==> src/rtl/pa_cpu.sv <==
// Shared CPU-wide definitions for the SOL-1 sequencer blocks.
// Holds interrupt-controller sizing and the interrupt vector encoding.
//   NUM_IRQ         : interrupt lines. Fixed at 8 because masks load from z_bus.
//   IRQ_SYNC_STAGES : synchroniser depth per line. Must be at least 2.
//   vec_of(idx)     : vector handed to the trap microcode (idx * 2).
package pa_cpu;

  localparam int NUM_IRQ         = 8;
  localparam int IRQ_SYNC_STAGES = 2;

  // Vectors are spaced two apart so each entry is a word-aligned slot in the
  // trap table.
  function automatic logic [7:0] vec_of(input logic [2:0] idx);
    return {4'b0000, idx, 1'b0};
  endfunction

endpackage

==> src/rtl/sol1_irq_sync_edge.sv <==
// Synchroniser and rising-edge detector for one external interrupt line.
// Ports:
//   clk  : system clock
//   arst : asynchronous active-high reset; clears the chain and the edge flop
//   irq  : asynchronous interrupt input
//   rise : one-cycle pulse when the synchronised level goes from 0 to 1
module sol1_irq_sync_edge
  import pa_cpu::*;
#(
  parameter int SYNC_STAGES = IRQ_SYNC_STAGES
) (
  input  logic clk,
  input  logic arst,
  input  logic irq,
  output logic rise
);

  logic [SYNC_STAGES-1:0] sync_p0;
  logic                   prev_p1;

  always_ff @(posedge clk or posedge arst) begin
    if (arst) begin
      sync_p0 <= '0;
      prev_p1 <= 1'b0;
    end else begin
      // Synchroniser chain: bit 0 is the metastability-exposed flop.
      sync_p0 <= {sync_p0[SYNC_STAGES-2:0], irq};
      // Edge stage: previous value of the synchronised level.
      prev_p1 <= sync_p0[SYNC_STAGES-1];
    end
  end

  // A level held high gives exactly one pulse.
  assign rise = sync_p0[SYNC_STAGES-1] & ~prev_p1;

endmodule

==> src/rtl/sol1_interrupt_controller.sv <==
// SOL-1 interrupt controller.
// Latches rising edges of the board IRQ lines as pending requests. It then
// applies the software mask and priority nesting, and raises int_pending to
// the microcode sequencer. On ctrl_int_ack it grants the highest-priority
// eligible line and publishes its vector. Bit 0 has the highest priority.
// Ports:
//   clk, arst           : clock and asynchronous active-high reset
//   irq_in              : asynchronous rising-edge interrupt lines
//   z_bus               : mask write data
//   status_irq_en       : CPU status irq enable; gates int_pending only
//   ctrl_irq_masks_wrt  : load irq_masks from z_bus
//   ctrl_int_ack        : grant the highest eligible request
//   ctrl_int_eoi        : retire the highest-priority in-service line
//   ctrl_clear_all_ints : flush pending and in-service state
//   int_pending         : an eligible request exists (and irq enabled)
//   int_vector          : vector of the last granted line
//   irq_masks           : mask register (1 = enabled)
//   irq_pending         : pending latch
//   irq_in_service      : in-service register
module sol1_interrupt_controller
  import pa_cpu::*;
#(
  parameter int NUM_IRQ     = pa_cpu::NUM_IRQ,
  parameter int SYNC_STAGES = IRQ_SYNC_STAGES
) (
  input  logic               clk,
  input  logic               arst,
  input  logic [NUM_IRQ-1:0] irq_in,
  input  logic [NUM_IRQ-1:0] z_bus,
  input  logic               status_irq_en,
  input  logic               ctrl_irq_masks_wrt,
  input  logic               ctrl_int_ack,
  input  logic               ctrl_int_eoi,
  input  logic               ctrl_clear_all_ints,
  output logic               int_pending,
  output logic [7:0]         int_vector,
  output logic [NUM_IRQ-1:0] irq_masks,
  output logic [NUM_IRQ-1:0] irq_pending,
  output logic [NUM_IRQ-1:0] irq_in_service
);

  logic [NUM_IRQ-1:0] irq_rise;
  logic [NUM_IRQ-1:0] above;
  logic [NUM_IRQ-1:0] elig;
  logic [NUM_IRQ-1:0] grant_oh;
  logic [NUM_IRQ-1:0] eoi_oh;
  logic [2:0]         grant_idx;
  logic               grant_hit;
  logic               eoi_hit;
  logic               ack_take;
  logic [NUM_IRQ-1:0] pending_nxt;
  logic [NUM_IRQ-1:0] in_service_nxt;

  for (genvar i = 0; i < NUM_IRQ; i++) begin : g_line
    sol1_irq_sync_edge #(
      .SYNC_STAGES(SYNC_STAGES)
    ) u_sync_edge (
      .clk  (clk),
      .arst (arst),
      .irq  (irq_in[i]),
      .rise (irq_rise[i])
    );
  end

  // above[i] is set when line i or any higher-priority line is in service.
  // Only strictly higher-priority requests can nest.
  always_comb begin
    logic acc;
    acc   = 1'b0;
    above = '0;
    for (int i = 0; i < NUM_IRQ; i++) begin
      acc      = acc | irq_in_service[i];
      above[i] = acc;
    end
  end

  assign elig        = irq_pending & irq_masks & ~above;
  assign int_pending = status_irq_en & (|elig);

  // Lowest set index wins, both for the grant and for EOI retirement.
  always_comb begin
    grant_idx = '0;
    grant_hit = 1'b0;
    grant_oh  = '0;
    eoi_hit   = 1'b0;
    eoi_oh    = '0;
    for (int i = NUM_IRQ - 1; i >= 0; i--) begin
      if (elig[i]) begin
        grant_idx = 3'(i);
        grant_hit = 1'b1;
      end
    end
    for (int i = 0; i < NUM_IRQ; i++) begin
      if (elig[i] && (grant_oh == '0)) begin
        grant_oh[i] = 1'b1;
      end
      if (irq_in_service[i] && !eoi_hit) begin
        eoi_oh[i] = 1'b1;
        eoi_hit   = 1'b1;
      end
    end
  end

  // Ack does not look at status_irq_en; the microcode gates it.
  assign ack_take = ctrl_int_ack & grant_hit;

  // A fresh edge on the granted line re-queues it. EOI works on the old
  // in-service set before the new grant is added.
  always_comb begin
    pending_nxt    = irq_pending;
    in_service_nxt = irq_in_service;
    if (ctrl_int_eoi) begin
      in_service_nxt = in_service_nxt & ~eoi_oh;
    end
    if (ack_take) begin
      pending_nxt    = pending_nxt & ~grant_oh;
      in_service_nxt = in_service_nxt | grant_oh;
    end
    pending_nxt = pending_nxt | irq_rise;
  end

  always_ff @(posedge clk or posedge arst) begin
    if (arst) begin
      irq_masks      <= '0;
      irq_pending    <= '0;
      irq_in_service <= '0;
      int_vector     <= '0;
    end else begin
      if (ctrl_irq_masks_wrt) begin
        irq_masks <= z_bus;
      end
      // A flush overrides edges and acks arriving in the same cycle.
      if (ctrl_clear_all_ints) begin
        irq_pending    <= '0;
        irq_in_service <= '0;
      end else begin
        irq_pending    <= pending_nxt;
        irq_in_service <= in_service_nxt;
        if (ack_take) begin
          int_vector <= vec_of(grant_idx);
        end
      end
    end
  end

endmodule

==> config.mk <==
export PLATFORM = sky130hd
export DESIGN_NAME = sol1_interrupt_controller
export DESIGN_NICKNAME = d
export VERILOG_FILES = /design/src/rtl/pa_cpu.sv /design/src/rtl/sol1_irq_sync_edge.sv /design/src/rtl/sol1_interrupt_controller.sv
export SDC_FILE = /design/constraint.sdc
export NUM_CORES = 1
export LEC_CHECK = 0
export ABC_AREA = 1
export ABC_CLOCK_PERIOD_IN_PS = 3600
export CORE_MARGIN = 4
export CORE_UTILIZATION = 51
export DETAILED_ROUTE_END_ITERATION = 8
export PLACE_DENSITY = 0.89
export SYNTH_ARGS = -nofsm -noshare
export SYNTH_HDL_FRONTEND = slang
export SYNTH_SLANG_ARGS = --single-unit
==> constraint.sdc <==
create_clock -name clk -period 3.6 [get_ports clk]
set_clock_uncertainty 0.05 [all_clocks]
set_input_delay 0.36 -clock clk [delete_from_list [all_inputs] [get_ports clk]]
set_output_delay 0.36 -clock clk [all_outputs]
set_load 0.02 [all_outputs]
Word level (Yosys, flattened, before mapping)
Index checks and enable logic that the tools add are counted.
W data, S select, Z words.
{"block": "word_totals", "output_inout_bits": 33, "word_cells": 128, "in_bits": 23, "ff_bits": 51}
{"block": "classes", "n_reduce_logical": 29, "bitwise": 36, "n_mux": 43}
{"cell": "$mux W8", "n": 5}
{"cell": "$and A8 B8 Y8", "n": 4}
{"cell": "$mux W1", "n": 30}
{"cell": "$mux W3", "n": 8}
{"cell": "$not A8 Y8", "n": 3}
{"cell": "$or A8 B8 Y8", "n": 2}
{"cell": "$logic_and A1 B1 Y1", "n": 14}
{"cell": "$and A1 B1 Y1", "n": 10}
{"cell": "$not A1 Y1", "n": 10}
{"cell": "$reduce_or A8 Y1", "n": 1}
{"cell": "$logic_not A1 Y1", "n": 7}
{"cell": "$logic_not A7 Y1", "n": 1}
{"cell": "$or A1 B1 Y1", "n": 7}
{"cell": "$logic_not A6 Y1", "n": 1}
{"cell": "$logic_not A5 Y1", "n": 1}
{"cell": "$logic_not A4 Y1", "n": 1}
{"cell": "$logic_not A3 Y1", "n": 1}
{"cell": "$logic_not A2 Y1", "n": 1}
{"cell": "$reduce_and A2 Y1", "n": 1}

Logic depth before layout (Yosys ltp)
Gate-level depths: netlist (run 1).
{"block": "logic_depth", "depth_word": 36, "ltp_mapped": 11, "ltp_nobuf": 11}

Modules after synthesis
A second synthesis (run 1) with hierarchy kept.
{"block": "unflattened", "cells_unflattened": 208, "area_unflattened_um2": 2145.8}
{"mod": "sol1_interrupt_controller", "cells_per_inst": 160, "instances": 1, "seq_area_each_um2": 675.6, "area_per_inst_um2": 1435.1}
{"mod": "sol1_irq_sync_edge", "cells_per_inst": 6, "instances": 8, "seq_area_each_um2": 75.1, "area_per_inst_um2": 88.8}

Worst setup path after synthesis (run 1)
No wires, ideal clock.
{"block": "synth_path", "path_type": "reg2out", "from": "register irq_in_service[0]", "to": "output port int_pending", "setup_slack_ns": 1.826, "arrival_ns": 1.364, "path_stages_with_launch": 7, "path_cell_list": "dfrtp_1 > nor2_4 > nand4_4 > nor2_8 > o211ai_2 > nand3_2 > and2_2"}
{"block": "synth_between", "elab_chain_cells": 11}
{"element": "start: declaration", "line": "sol1_interrupt_controller.sv:39", "source": "output logic [NUM_IRQ-1:0] irq_in_service"}
{"element": "start signal: assignment", "line": "sol1_interrupt_controller.sv:138", "source": "irq_in_service <= in_service_nxt;"}
{"element": "$or A1 B1 Y1 (7 in a row)", "line": "sol1_interrupt_controller.sv:72", "source": "acc = acc | irq_in_service[i];"}
{"element": "$not A8 Y8 (*)", "line": "sol1_interrupt_controller.sv:77", "source": "assign elig = irq_pending & irq_masks & ~above;"}
{"element": "$and A8 B8 Y8 (*)", "line": "sol1_interrupt_controller.sv:77"}
{"element": "$reduce_or A8 Y1 (*)", "line": "sol1_interrupt_controller.sv:78", "source": "assign int_pending = status_irq_en & (|elig);"}
{"element": "$and A1 B1 Y1 (*)", "line": "sol1_interrupt_controller.sv:78"}
{"element": "end: declaration", "line": "sol1_interrupt_controller.sv:35", "source": "output logic int_pending,"}
Every way passes the cells marked *; elsewhere a longest branch is shown, timed or not.

Worst setup path after layout (run 1)
Ends and elaborated chain as after synthesis.

==> out/metrics.yaml, run 1 <==
status: "finished clean"
route.detailed.drc: 0
nFillCells: 265
ant_nets: 0
cp.arrival_ns: 2.25
overflow: 0
cts_hold_buf: 0
dp.cells: 293
design_area_um2: 2720
power.share.switching_pct: 24.9
critPathMaxFanout: 6
ir_worst_vdd_mv: 0.331
reg2reg_slack_ns: 1.93
crit_top_cell: "nor2_4"
grt_max_degree: 52
gp_congestion: 0.869
place_area_um2: 2580
root_buffer: "clkbuf_8"
io_buffers: 50
whs_ns: 0.303
crit_type: "flop to primary output"
cts_buffer_depth: 2
insertion_delay_ns: 0.30
fin_cells: 301
synthFlopType: "dfrtp_1"
place_hpwl_um: 2930
final_min_period_over_clock_period_pct: 73.8
cpMaxStageDelayCell: "clkdlybuf4s50_1"
switchingPower_mw: 0.331
routedWlPerCell_um: 14.3
synthArstFlopShare_pct: 100
final.min_clock_period_ns: 2.66
setup.worst_path.end_class: "primary output"
cts_tree: "done"
slew_headroom_pct: 34.0
yosys_warnings: 0
clkPwrFrac_pct: 34.1
startpoint_type: "flop"
power_density_nw_per_um2: 489
hold_viol: 0
grt_pass1_vias: 1538
cts_resized: 0
drt_iter0_markers: 107
fp-row-count: 22
synth.area.top_cells: "dfrtp_1 (62%), nand2_1 (7.5%), inv_1 (4.9%)"
synth_cell_type_count: 23
seqPwrFrac_pct: 48.0
io_pins: 56
grt_antenna_before_repair: 0
synth_seq_cells: 51
drive_above_1_share_pct: 10.3
final_nets: 275
htreeDepth: 2
grt_usage_pct: 18.3
rsz0062_at_grt: "false"
clock-sinks: 51
grt_first_pass_wirelength_um: 7190
combPwrFrac_pct: 17.9
timing.critical_path.slowest_cell_delay_ns: 0.59
area_growth_syn_to_layout_pct: 31.8
floorplan.initialDensity_pct: 54.7
maxCapViolCount: 0
synth-edff-count: 0
die_y_um: 71.6
die_w_um: 71.6
path_cells: "nor2_4 > nand3_1 > nor2_2 > nor2_4 > nand3_2 > and2_2 > clkdlybuf4s50_1"
synth_top_area_share_pct: 61.9
drv_slew: 0
numCtsBuffers: 5
routed_wl_um: 4300
hold_class: "flop to flop"
synth-seq-area-share_pct: 61.9
vias: 1531
worstPathRequired_ns: 3.19
synth_area_um2: 2060
power.leakage_nw: 1.29
post_drt_via_cell_ratio: 5.09
syn_avg_cell_area_um2: 10.4
n_antenna_cell: 0
synth_top_area_cell: "dfrtp_1"
worst_pin_slew_ns: 0.988
dieArea_um2: 5120
setup_viol: 0
clk_transition_reported_paths_ns: 0.08
synth_cells: 199
fmax_mhz: 376
post_cts_buffers: 0
setup_tns_ns: 0
core_um2: 3770
drtPass1Iterations: 4
p_int_mw: 0.998
==> logic make-up after synthesis <==
| family | count (synthesis) | synth area share (%) |
|---|---|---|
| AOI/OAI and AO/OA | 28 | 7.28 |
| and+or+nand+nor | 76 | 19.0 |
| buffers and inverters | 36 | 7.83 |
| other | 1 | 0.182 |
| DFF | 51 | 61.9 |
| muxes | 7 | 3.82 |
==> routing by layer <==
metal  track usage, %  routed length (um)  vias to the layer above
met5                0                   0                        -
met4             6.89                  86                        0
met3             7.01                 393                       12
met2             29.2                2090                       57
met1             22.6                1730                      724
li1                 -                   -                      738
==> cell type report <==
class / count / area, um^2 / share of cell area [%]
flip-flops and latches: 51 / 1280 / 47.0
multi-input cells: 116 / 639 / 23.5
repair buffers: 51 / 508 / 18.7
inverters: 27 / 101 / 3.73
clock buffers: 6 / 72.6 / 2.67
clock inverters: 2 / 60.1 / 2.21
well taps: 48 / 60.1 / 2.21
==> worst paths after layout <==
check,start,end,cells after the start
worst min-delay path,g_line[5].u_sync_edge.sync_p0[0],g_line[5].u_sync_edge.sync_p0[1],0
worst min register to register,g_line[5].u_sync_edge.sync_p0[0],g_line[5].u_sync_edge.sync_p0[1],0
worst max register to register,irq_in_service[0],irq_pending[4],8
worst max-delay path,irq_in_service[0],int_pending,7
max in group asynchronous,arst,g_line[3].u_sync_edge.prev_p1,2
min in group asynchronous,arst,g_line[4].u_sync_edge.sync_p0[0],2
==> power by group through the flow <==
| stage | Sequential (mW) | Combinational, mW | Clock (mW) |
|---|---|---|---|
| after floorplan | 0.679 | 0.105 | 0 |
| after global placement | 0.647 | 0.231 | 0 |
| after detailed placement | 0.649 | 0.236 | 0 |
| after CTS | 0.638 | 0.240 | 0.462 |
| after global routing | 0.644 | 0.260 | 0.480 |
| final | 0.638 | 0.238 | 0.453 |
==> sequential cells by signal, summed over array words and instances, names as in the netlist <==
signal,flops
g_line.u_sync_edge.sync_p0,16
g_line.u_sync_edge.prev_p1,8
irq_in_service,8
irq_masks,8
irq_pending,8
int_vector,3
==> synthesized netlist by cell type, types with 5 or more instances <==
library cell,number
a21oi_1,17
buf_4,7
dfrtp_1,51
inv_1,27
mux2_2,7
nand2_1,41
nand3_1,10
nand4_1,5
nor2_1,10
o21ai_0,7
==> placed cells by master, fill, tap and decap left out, drive strengths merged <==
master / instances
nand2: 41
dfrtp: 51
clkdlybuf4s50: 50
buf: 1
mux2: 7
clkbuf: 6
inv: 27
o211ai: 1
conb: 5
nand3: 12
nor2: 15
o31ai: 1
nand3b: 1
o21ai: 9
a21oi: 17
and2: 1
bufinv: 2
nand4: 6
==> through the flow <==
stage | setup WS [ns] | util [%] | power, mW
floorplan | 1.83 | - | 0.784
global placement | 1.33 | 68.5 | 0.879
detailed placement | 1.30 | 68.5 | 0.885
CTS | 0.939 | 72.1 | 1.34
global route | 0.787 | 72.1 | 1.38
finish | 0.943 | 72.1 | 1.33
==> worst max-delay path: cells and delay by family, from the launching register on <==
family	cells	cell delay (ns)
buffers and inverters	1	0.59
flip-flops	1	0.45
AND/OR/NAND/NOR	6	0.92
Note: power is estimated with default switching activity, not from simulation.
==> inputs of run 2 (changes only) <==
--- a/config.mk
+++ b/config.mk
@@ -6,11 +6,11 @@
 export NUM_CORES = 1
 export LEC_CHECK = 0
 export ABC_AREA = 1
-export ABC_CLOCK_PERIOD_IN_PS = 3600
+export ABC_CLOCK_PERIOD_IN_PS = 2550
 export CORE_MARGIN = 4
-export CORE_UTILIZATION = 51
+export CORE_UTILIZATION = 47
 export DETAILED_ROUTE_END_ITERATION = 8
-export PLACE_DENSITY = 0.89
+export PLACE_DENSITY = 0.83
 export SYNTH_ARGS = -nofsm -noshare
 export SYNTH_HDL_FRONTEND = slang
 export SYNTH_SLANG_ARGS = --single-unit
==> constraint.sdc (replaced) <==
create_clock -name clk -period 2.55 [get_ports clk]
set_clock_uncertainty 0.05 [all_clocks]
set_input_delay 0.255 -clock clk [delete_from_list [all_inputs] [get_ports clk]]
set_output_delay 0.255 -clock clk [all_outputs]
set_load 0.02 [all_outputs]
==> out/metrics.yaml, run 2 (synthesis results as in run 1) <==
status: "finished clean"
vias: 1495  # -2.4%
grt_usage_pct: 17.0  # -1.3 points
slew_headroom_pct: 63.5  # +29 points
whs_ns: 0.256  # -0.0470 ns
grt_first_pass_wirelength_um: 7040  # -2.1%
io_pins: 56  # unchanged
final_common_cell: "dfrtp_1"
power.share.switching_pct: 28.0  # +3.1 points
critPathMaxFanout: 8  # +2
grtUsageMet2_pct: 26.1  # -3.1 points
route.detailed.drc: 0  # unchanged
worst_pin_slew_ns: 0.546  # -0.442 ns
reg2reg_slack_ns: 0.93  # -1.00 ns
setup_slack_ns: 0.272  # -0.671 ns
final_cell_mix: "dfrtp_1 (51), clkdlybuf4s50_1 (49), nand2_1 (41)"
overflow: 0  # unchanged
grt_antenna_before_repair: 0  # unchanged
htreeDepth: 2  # unchanged
grt_busiest_layer: "met2"
drtPass1Iterations: 4  # unchanged
power.leakage_nw: 1.28  # -0.91%
cts_buffer_depth: 2  # unchanged
cp.arrival_ns: 1.97  # -0.28 ns
timing.critical_path.slowest_cell_delay_ns: 0.45  # -0.14 ns
final_min_period_over_clock_period_pct: 89.3
multi_input_area_um2: 639  # unchanged
routed_wl_um: 4110  # -4.3%
seqPwrFrac_pct: 53.5  # +5.5 points
post_drt_via_cell_ratio: 4.92  # -3.3%
cts_resized: 1  # +1
regMostFlops: "g_line.u_sync_edge.sync_p0"
power_density_nw_per_um2: 625  # +28%
largest_reg_flops: 16  # unchanged
final_nets: 276  # +0.36%
hold_viol: 0  # unchanged
floorplan.initialDensity_pct: 50.1  # -4.6 points
n_antenna_cell: 0  # unchanged
clkPwrFrac_pct: 26.6  # -7.5 points
cts_hold_buf: 0  # unchanged
setup.worst_path.end_class: "primary output"
setup_tns_ns: 0  # unchanged
place_hpwl_um: 3040  # +3.9%
worstPathRequired_ns: 2.25  # -0.94 ns
finalPower_mw: 1.68  # +27%
die_y_um: 74.2  # +3.7%
timing.critical_path.buf_inv: 1  # unchanged
startpoint_type: "flop"
grt_pass1_vias: 1483  # -3.6%
p_int_mw: 1.21  # +21%
fp-row-count: 23  # +4.5%
cpMaxStageDelayCell: "dfrtp_1"
grt_max_degree: 28  # -46%
clk_transition_reported_paths_ns: 0.10  # +0.02 ns
drive_above_1_share_pct: 10.6  # +0.35 points
setup_viol: 0  # unchanged
drv_slew: 0  # unchanged
drt_iter0_markers: 123  # +15%
clock-sinks: 51  # unchanged
area_growth_syn_to_layout_pct: 30.5
hold_class: "primary input to async pin"
ir_worst_vdd_mv: 0.407  # +23%
core_um2: 4120  # +9.1%
gr-usage-met1_pct: 22.0  # -0.56 points
cp_top_family: "simple AND/OR/NAND/NOR gates"
insertion_delay_ns: 0.30  # about the same
post_cts_buffers: 0  # unchanged
rsz0062_at_grt: "false"
die_w_um: 74.2  # +3.7%
post-place-ws_ns: 0.338  # -0.965 ns
combPwrFrac_pct: 19.8  # +1.9 points
ff_latch_area_um2: 1280  # unchanged
nFillCells: 344  # +30%
path_cells: "nor2_4 > nand4_4 > nor2_8 > a21oi_1 > nand3_2 > and2_2 > dlygate4sd2_1"
root_buffer: "clkbuf_8"
gp_congestion: 0.912  # +5.0%
fmax_mhz: 439
ant_nets: 0  # unchanged
cts_tree: "done"
routedWlPerCell_um: 13.5  # -5.3%
final.min_clock_period_ns: 2.28
numCtsBuffers: 5  # unchanged
dieArea_um2: 5510  # +7.5%
io_buffers: 50  # unchanged
maxCapViolCount: 0  # unchanged
grt_util_met3_pct: 6.49  # -0.53 points
crit_type: "flop to primary output"
switchingPower_mw: 0.472  # +43%
utilization_pct: 65.4  # -6.7 points
## run 2: cell type report
type,instances,area share (%)
tap,50,2.32
clock inverter,2,0.465
timing repair buffer,52,19.6
clock buffer,6,2.70
multi-input combinational,116,23.8
sequential,51,47.4
inverter,27,3.77
## run 2: routing by layer
metal,vias to the layer above,part of all wire (%),routed length (um)
met4,0,2.2,91
met3,8,8.5,348
met2,51,48,1960
li1,731,-,-
met1,705,42,1710
met5,-,0,0
## run 2: final timing paths
| path | to | cells after the start | start |
|---|---|---|---|
| max | int_pending | 7 | irq_in_service[0] |
| min | irq_masks[3] | 2 | arst |
| max reg2reg | int_vector[1] | 11 | irq_in_service[0] |
| min reg2reg | g_line[4].u_sync_edge.sync_p0[1] | 0 | g_line[4].u_sync_edge.sync_p0[0] |
| max in group asynchronous | g_line[1].u_sync_edge.sync_p0[1] | 3 | arst |
| min in group clk | g_line[4].u_sync_edge.sync_p0[1] | 0 | g_line[4].u_sync_edge.sync_p0[0] |
## run 2: power by group through the flow
stage          Sequential [mW]  Combinational [mW]  Clock, mW
6_report                 0.901               0.334      0.448
5_1_grt                  0.908               0.366      0.498
4_1_cts                  0.901               0.338      0.461
3_5_place_dp             0.917               0.338          0
3_3_place_gp             0.914               0.332          0
2_1_floorplan            0.958               0.148          0
## run 2: stage by stage
step | instance area (um^2) | instances
global route | 2690 | 304
CTS | 2690 | 304
global placement | 2610 | 296
detailed placement | 2610 | 296
finish | 2690 | 304
floorplan | 2080 | 203
